### config.mk
export PLATFORM = sky130hd
export DESIGN_NAME = vga_timing_gen
export DESIGN_NICKNAME = d
export VERILOG_FILES = /design/src/rtl/vga_timing_pkg.sv /design/src/rtl/vga_timing_gen_pix_ce_div.sv /design/src/rtl/vga_timing_gen.sv
export SDC_FILE = /design/constraint.sdc
export NUM_CORES = 1
export LEC_CHECK = 0
export ABC_AREA = 1
export BUFFER_PORTS_ARGS = -buffer_cell sky130_fd_sc_hd__buf_4
export CAP_MARGIN = 20
export CELL_PAD_IN_SITES_DETAIL_PLACEMENT = 0
export CELL_PAD_IN_SITES_GLOBAL_PLACEMENT = 1
export CORE_ASPECT_RATIO = 0.7
export CORE_UTILIZATION = 39
export CTS_BUF_LIST = sky130_fd_sc_hd__clkbuf_2
export DETAILED_ROUTE_END_ITERATION = 10
export PLACE_DENSITY_LB_ADDON = 0.1
export SLEW_MARGIN = 5
export SYNTH_ARGS = -nofsm -noshare
export SYNTH_HDL_FRONTEND = slang
export SYNTH_HIERARCHICAL = 1
export SYNTH_SLANG_ARGS = --single-unit
### constraint.sdc
create_clock -name clk -period 1.95 [get_ports clk]
set_input_delay 0.39 -clock clk [delete_from_list [all_inputs] [get_ports clk]]
set_output_delay 0.39 -clock clk [all_outputs]
set_load 0.03 [all_outputs]
### src/rtl/vga_timing_pkg.sv
// Shared video timing definitions: standard mode constants, the timing record
// and helpers for deriving line/frame totals and raster counter widths.
package vga_timing_pkg;

  typedef struct packed {
    logic [15:0] h_active;
    logic [15:0] h_fp;
    logic [15:0] h_sync;
    logic [15:0] h_bp;
    logic [15:0] v_active;
    logic [15:0] v_fp;
    logic [15:0] v_sync;
    logic [15:0] v_bp;
  } vga_timing_t;

  localparam vga_timing_t TIMING_1080P60 = '{
    h_active: 16'd1920, h_fp: 16'd88, h_sync: 16'd44, h_bp: 16'd148,
    v_active: 16'd1080, v_fp: 16'd4,  v_sync: 16'd5,  v_bp: 16'd36
  };

  localparam vga_timing_t TIMING_640X480 = '{
    h_active: 16'd640, h_fp: 16'd16, h_sync: 16'd96, h_bp: 16'd48,
    v_active: 16'd480, v_fp: 16'd10, v_sync: 16'd2,  v_bp: 16'd33
  };

  function automatic int timing_total(input int active, input int fp,
                                      input int sync, input int bp);
    return active + fp + sync + bp;
  endfunction

  // A single-position raster still needs a one-bit counter.
  function automatic int cnt_width(input int total);
    return (total > 1) ? $clog2(total) : 1;
  endfunction

endpackage

### src/rtl/vga_timing_gen_pix_ce_div.sv
// Pixel clock-enable divider: one strobe every CLK_DIV enabled system clocks.
module vga_pix_ce_div #(
  parameter int CLK_DIV = 20
) (
  input  logic clk,
  input  logic reset,
  input  logic en,
  output logic pix_ce
);

  localparam int DW = (CLK_DIV > 1) ? $clog2(CLK_DIV) : 1;
  localparam logic [DW-1:0] DIV_LAST = DW'(CLK_DIV - 1);
  localparam logic [DW-1:0] DIV_ONE  = DW'(1);

  logic [DW-1:0] div_r;

  // Divider phase: advances while running, holds when stopped.
  always_ff @(posedge clk or posedge reset) begin
    if (reset) begin
      div_r <= {DW{1'b0}};
    end else if (en) begin
      if (div_r == DIV_LAST) begin
        div_r <= {DW{1'b0}};
      end else begin
        div_r <= div_r + DIV_ONE;
      end
    end
  end

  // Gated by reset so a CLK_DIV of 1 still reads 0 while held in reset.
  assign pix_ce = en && !reset && (div_r == DIV_LAST);

endmodule

### src/rtl/vga_timing_gen.sv
// Parametrised video timing generator with registered sync, data-enable and
// colour outputs, upstream pixel request and sticky underflow detection.
module vga_timing_gen
  import vga_timing_pkg::*;
#(
  parameter int H_ACTIVE = int'(TIMING_1080P60.h_active),
  parameter int H_FP     = int'(TIMING_1080P60.h_fp),
  parameter int H_SYNC   = int'(TIMING_1080P60.h_sync),
  parameter int H_BP     = int'(TIMING_1080P60.h_bp),
  parameter int V_ACTIVE = int'(TIMING_1080P60.v_active),
  parameter int V_FP     = int'(TIMING_1080P60.v_fp),
  parameter int V_SYNC   = int'(TIMING_1080P60.v_sync),
  parameter int V_BP     = int'(TIMING_1080P60.v_bp),
  parameter logic HS_POL = 1'b1,
  parameter logic VS_POL = 1'b1,
  parameter int CLK_DIV  = 20,
  parameter int CW       = 8,
  parameter logic [3*CW-1:0] BG_COLOR = {(3*CW){1'b0}}
) (
  input  logic                clk,
  input  logic                reset,
  input  logic                en,
  input  logic [3*CW-1:0]     rgb_in,
  input  logic                rgb_valid,
  output logic                pix_ce,
  output logic                pix_req,
  output logic [cnt_width(timing_total(H_ACTIVE, H_FP, H_SYNC, H_BP))-1:0] pix_x,
  output logic [cnt_width(timing_total(V_ACTIVE, V_FP, V_SYNC, V_BP))-1:0] pix_y,
  output logic [CW-1:0]       red,
  output logic [CW-1:0]       green,
  output logic [CW-1:0]       blue,
  output logic                de,
  output logic                hsync,
  output logic                vsync,
  output logic                frame_start,
  output logic                line_start,
  output logic                underflow
);

  localparam int H_TOTAL = timing_total(H_ACTIVE, H_FP, H_SYNC, H_BP);
  localparam int V_TOTAL = timing_total(V_ACTIVE, V_FP, V_SYNC, V_BP);
  localparam int XW = cnt_width(H_TOTAL);
  localparam int YW = cnt_width(V_TOTAL);
  localparam logic [XW-1:0] X_ONE = XW'(1);
  localparam logic [YW-1:0] Y_ONE = YW'(1);
  localparam int H_SYNC_BEG = H_ACTIVE + H_FP;
  localparam int H_SYNC_END = H_ACTIVE + H_FP + H_SYNC;
  localparam int V_SYNC_BEG = V_ACTIVE + V_FP;
  localparam int V_SYNC_END = V_ACTIVE + V_FP + V_SYNC;

  int               x_int_s;
  int               y_int_s;
  logic             hs_s;
  logic             vs_s;
  logic [3*CW-1:0]  rgb_s;

  vga_pix_ce_div #(
    .CLK_DIV (CLK_DIV)
  ) u_div (
    .clk    (clk),
    .reset  (reset),
    .en     (en),
    .pix_ce (pix_ce)
  );

  // Integer views keep the decode comparisons free of counter-width truncation.
  assign x_int_s = int'(pix_x);
  assign y_int_s = int'(pix_y);
  assign pix_req = (x_int_s < H_ACTIVE) && (y_int_s < V_ACTIVE);

  // Raster position advances once per pixel strobe.
  always_ff @(posedge clk or posedge reset) begin
    if (reset) begin
      pix_x <= {XW{1'b0}};
      pix_y <= {YW{1'b0}};
    end else if (pix_ce) begin
      if (x_int_s == H_TOTAL - 1) begin
        pix_x <= {XW{1'b0}};
        if (y_int_s == V_TOTAL - 1) begin
          pix_y <= {YW{1'b0}};
        end else begin
          pix_y <= pix_y + Y_ONE;
        end
      end else begin
        pix_x <= pix_x + X_ONE;
      end
    end
  end

  // Sync decode and colour selection for the current raster position.
  always_comb begin
    hs_s  = ~HS_POL;
    vs_s  = ~VS_POL;
    rgb_s = {(3*CW){1'b0}};
    if ((x_int_s >= H_SYNC_BEG) && (x_int_s < H_SYNC_END)) begin
      hs_s = HS_POL;
    end else begin
      hs_s = ~HS_POL;
    end
    if ((y_int_s >= V_SYNC_BEG) && (y_int_s < V_SYNC_END)) begin
      vs_s = VS_POL;
    end else begin
      vs_s = ~VS_POL;
    end
    if (pix_req && rgb_valid) begin
      rgb_s = rgb_in;
    end else if (pix_req) begin
      rgb_s = BG_COLOR;
    end else begin
      rgb_s = {(3*CW){1'b0}};
    end
  end

  // Output stage: captures the pre-increment position on each strobe; the
  // start pulses last exactly one clk.
  always_ff @(posedge clk or posedge reset) begin
    if (reset) begin
      de          <= 1'b0;
      hsync       <= ~HS_POL;
      vsync       <= ~VS_POL;
      red         <= {CW{1'b0}};
      green       <= {CW{1'b0}};
      blue        <= {CW{1'b0}};
      line_start  <= 1'b0;
      frame_start <= 1'b0;
      underflow   <= 1'b0;
    end else if (pix_ce) begin
      de                 <= pix_req;
      hsync              <= hs_s;
      vsync              <= vs_s;
      {red, green, blue} <= rgb_s;
      line_start         <= (x_int_s == 0);
      frame_start        <= (x_int_s == 0) && (y_int_s == 0);
      underflow          <= underflow || (pix_req && !rgb_valid);
    end else begin
      line_start  <= 1'b0;
      frame_start <= 1'b0;
    end
  end

endmodule

==> impl_metrics.tcl <==
set metrics [dict create \
    status "finished, violations left" \
    violations "setup timing" \
    drt_iter0_drc 164 \
    critical_path_arrival_ps 1730 \
    drt_wl_total_um 7592 \
    crit_required_ps 1560 \
    clock-sinks 58 \
    path_max_fanout 3 \
    dr.pass1.iters 4 \
    yosysMostFrequentCell "nand2_1" \
    syn_to_final_growth_pct 38.96 \
    path_cells "ha_2 > nand2_4 > nor2_4 > nand2_2 > nor2_4 > buf_6 > buf_8" \
    io_buffers 82 \
    yosys.area.top_type "dfrtp_1" \
    synth_area_leaders "dfrtp_1 49%, nand2_1 15%, nand3_1 4.9%" \
    grt_overflow 0 \
    whs_path_depth 3 \
    hold_violations 0 \
    wl_per_cell_um 12.82 \
    fin_skew_ps 19.92 \
    final_cells 592 \
    tightest_slew_ps 358.5 \
    grt.total_usage_pct 20.44 \
    coreArea_um2 7320 \
    p_switching_mw 1.383 \
    htreeDepth 3 \
    max_freq_mhz 471.7 \
    power.total_mw 3.614 \
    grt_setup_unrepaired "yes" \
    cts_made_buffers 9 \
    path_class "reg -> out" \
    async_flop_share_pct 100.0 \
    ir_worst_vdd_mv 0.5291 \
    synth-main-ff-cell "dfrtp_1" \
    dp_cells 553 \
    synth_seq_area_share_pct 49.07 \
    grt_pass1_vias 2546 \
    fillCellCount 708 \
    fin_crit_ps 2120 \
    std_cell_rows 26 \
    critPathMostFrequentCell "nor2_4" \
    vias 2800 \
    place_congestion 0.8517 \
    synth-seq-cells 58 \
    endpoint_kind "primary output" \
    dieArea_um2 7942 \
    leakage_nw 2.102 \
    ys_types 33 \
    syn_nets 407 \
    fin_nets 522 \
    diodes 0 \
    syn_inst 374 \
    synth_top_cell_area_share_pct 49.07 \
    vias_per_cell 4.730 \
    root_buffer "clkbuf_2" \
    power_density_nw_per_um2 879.3 \
    comb_power_share_pct 33.9 \
    syn-cell-area_um2 2958 \
    drive_above_1_share_pct 33.60 \
    fp.dieH_um 74.86 \
    finalCritPeriodShare_pct 108.7 \
    synth_edf_count 0 \
    drc 0 \
    grt_max_degree 29 \
    io-pin-count 83 \
    seqPwrFrac_pct 44.1 \
    ys_warn_count 6 \
    clockBufferDepth 2 \
    ys_top_cells_by_count "116 x nand2_1, 58 x dfrtp_1, 37 x inv_1, 30 x nor2_1, 29 x nand3_1" \
    p_sw_share_pct 38.27 \
    finalSetupViolCount 2 \
    syn_avg_cell_area_um2 7.909 \
    ant_nets 0 \
    reg2reg_depth 14 \
    die-width_um 106.1 \
    hp-class "in -> reg" \
    grt_pass1_wl_um 12270 \
    clockPowerShare_pct 21.9 \
    clk_pin_slew_ps 180 \
    cts_tree "built" \
    cap_violations 0 \
    timing.final.ws_setup_ps -170.1 \
    critPathLaunchType "flop" \
    initial_core_util_pct 40.41 \
    maxSlewViolCount 0 \
    antenna_found_initial 0 \
    slowest_delay_ps 400 \
    clkLatencyLatePin_ps 510 \
    internal_power_mw 2.231 \
    hpwl_um 5324 \
    slowest_stage "dfrtp_1" \
    relSlewSlack_pct 76.10 \
]
==> per-layer routing <==
metal	GRT usage [%]	vias up	part of all wire, %
met3	4.935	10	4.5
met5	0	-	0
li1	-	1424	-
met1	28.35	1288	50
met2	31.37	78	44
met4	7.870	0	1.3
==> flip-flops by register name (all words and copies together), names as in the netlist <==
register,count
frame_start,1
hsync,1
underflow,1
green,8
pix_y,11
red,8
u_div/div_r,5
pix_x,12
vsync,1
line_start,1
de,1
blue,8
==> power by group through the flow <==
| stage | logic, mW | registers, mW | clock network, mW |
|---|---|---|---|
| final | 1.23 | 1.59 | 0.793 |
| after CTS | 1.20 | 1.59 | 0.827 |
| after floorplan | 0.352 | 1.96 | 0 |
| after global placement | 1.13 | 1.61 | 0 |
| after detailed placement | 1.15 | 1.62 | 0 |
| after global routing | 1.34 | 1.63 | 0.872 |
==> critical path: cells and delay by family (launching register included) <==
family / cells / cell delay (ps)
flops: 1 / 400
fa+ha+maj: 1 / 200
buf+inv: 2 / 230
simple gates: 4 / 380
==> path summary, 6_finish.rpt <==
check | from | endpoint | slack (ps)
max | u_div/div_r[1] | pix_ce | -170
min | rgb_in[16] | red[0] | 100
max reg2reg | u_div/div_r[1] | pix_x[10] | 10
min reg2reg | underflow | underflow | 510
max in group asynchronous | reset | pix_x[11] | 1110
min in group asynchronous | reset | u_div/div_r[1] | 370
==> cell type report <==
| type | instances | area (µm²) | area share [%] |
|---|---|---|---|
| clock buffers | 10 | 50.05 | 1.218 |
| clock inverters | 6 | 67.56 | 1.644 |
| inverters | 40 | 152.6 | 3.714 |
| multi-input cells | 263 | 1339 | 32.57 |
| flip-flops and latches | 58 | 1455 | 35.40 |
| well taps | 98 | 122.6 | 2.983 |
| repair buffers | 117 | 923.4 | 22.47 |
==> timing repair <==
item	4_1_cts	5_1_grt
hold buffers	1	0
setup buffers	17	5
gates resized for setup	13	21
endpoints found under the setup margin	2	13
hold endpoints to repair	58	0
cloned	0	0
pin swaps	5	8
==> cells in the final DEF (no fill, tap or decap), drive strengths merged <==
| cell | synthesis | routed |
|---|---|---|
| a21oi | 5 | 5 |
| and2 | 1 | 1 |
| buf | 8 | 116 |
| bufinv | 0 | 1 |
| clkbuf | 5 | 10 |
| clkinv | 0 | 3 |
| clkinvlp | 0 | 2 |
| dfrtp | 58 | 58 |
| dlygate4sd3 | 0 | 1 |
| ha | 5 | 5 |
| inv | 40 | 40 |
| mux2 | 1 | 1 |
| nand2 | 117 | 117 |
| nand3 | 31 | 31 |
| nand3b | 2 | 2 |
| nand4 | 6 | 6 |
| nor2 | 35 | 35 |
| nor3 | 5 | 5 |
| nor3b | 1 | 1 |
| o211ai | 1 | 1 |
| o21a | 1 | 1 |
| o21ai | 41 | 41 |
| o21bai | 1 | 1 |
| or2 | 1 | 1 |
| or3 | 1 | 1 |
| xnor2 | 1 | 1 |
| xor2 | 7 | 7 |
==> stage by stage <==
| step | TNS (ps) | instance area (µm²) | utilization, % | setup slack [ps] | hold WS (ps) |
|---|---|---|---|---|---|
| 2_1_floorplan | 0 | 2965 | - | 70.64 | 168.5 |
| 3_3_place_gp | 0 | 3721 | 50.84 | 173.0 | 349.9 |
| 3_5_place_dp | 0 | 3721 | 50.84 | 95.92 | 348.8 |
| 4_1_cts | -232.6 | 4001 | 54.67 | -179.3 | 53.15 |
| 5_1_grt | -1163 | 4110 | 56.15 | -302.9 | 48.33 |
| 6_report | -187.5 | 4110 | 56.15 | -170.1 | 103.7 |
==> cells by family after synthesis <==
logic type	after synthesis	synth area share, %
AO/OA/AOI/OAI	49	8.545
XOR/XNOR	8	2.369
adder cells (fa/ha/maj)	5	2.115
buffers and inverters	53	7.952
flip-flops	58	49.07
multiplexers	1	0.3807
AND/OR/NAND/NOR	200	29.57
No activity file was read; power rests on OpenSTA's default activity.
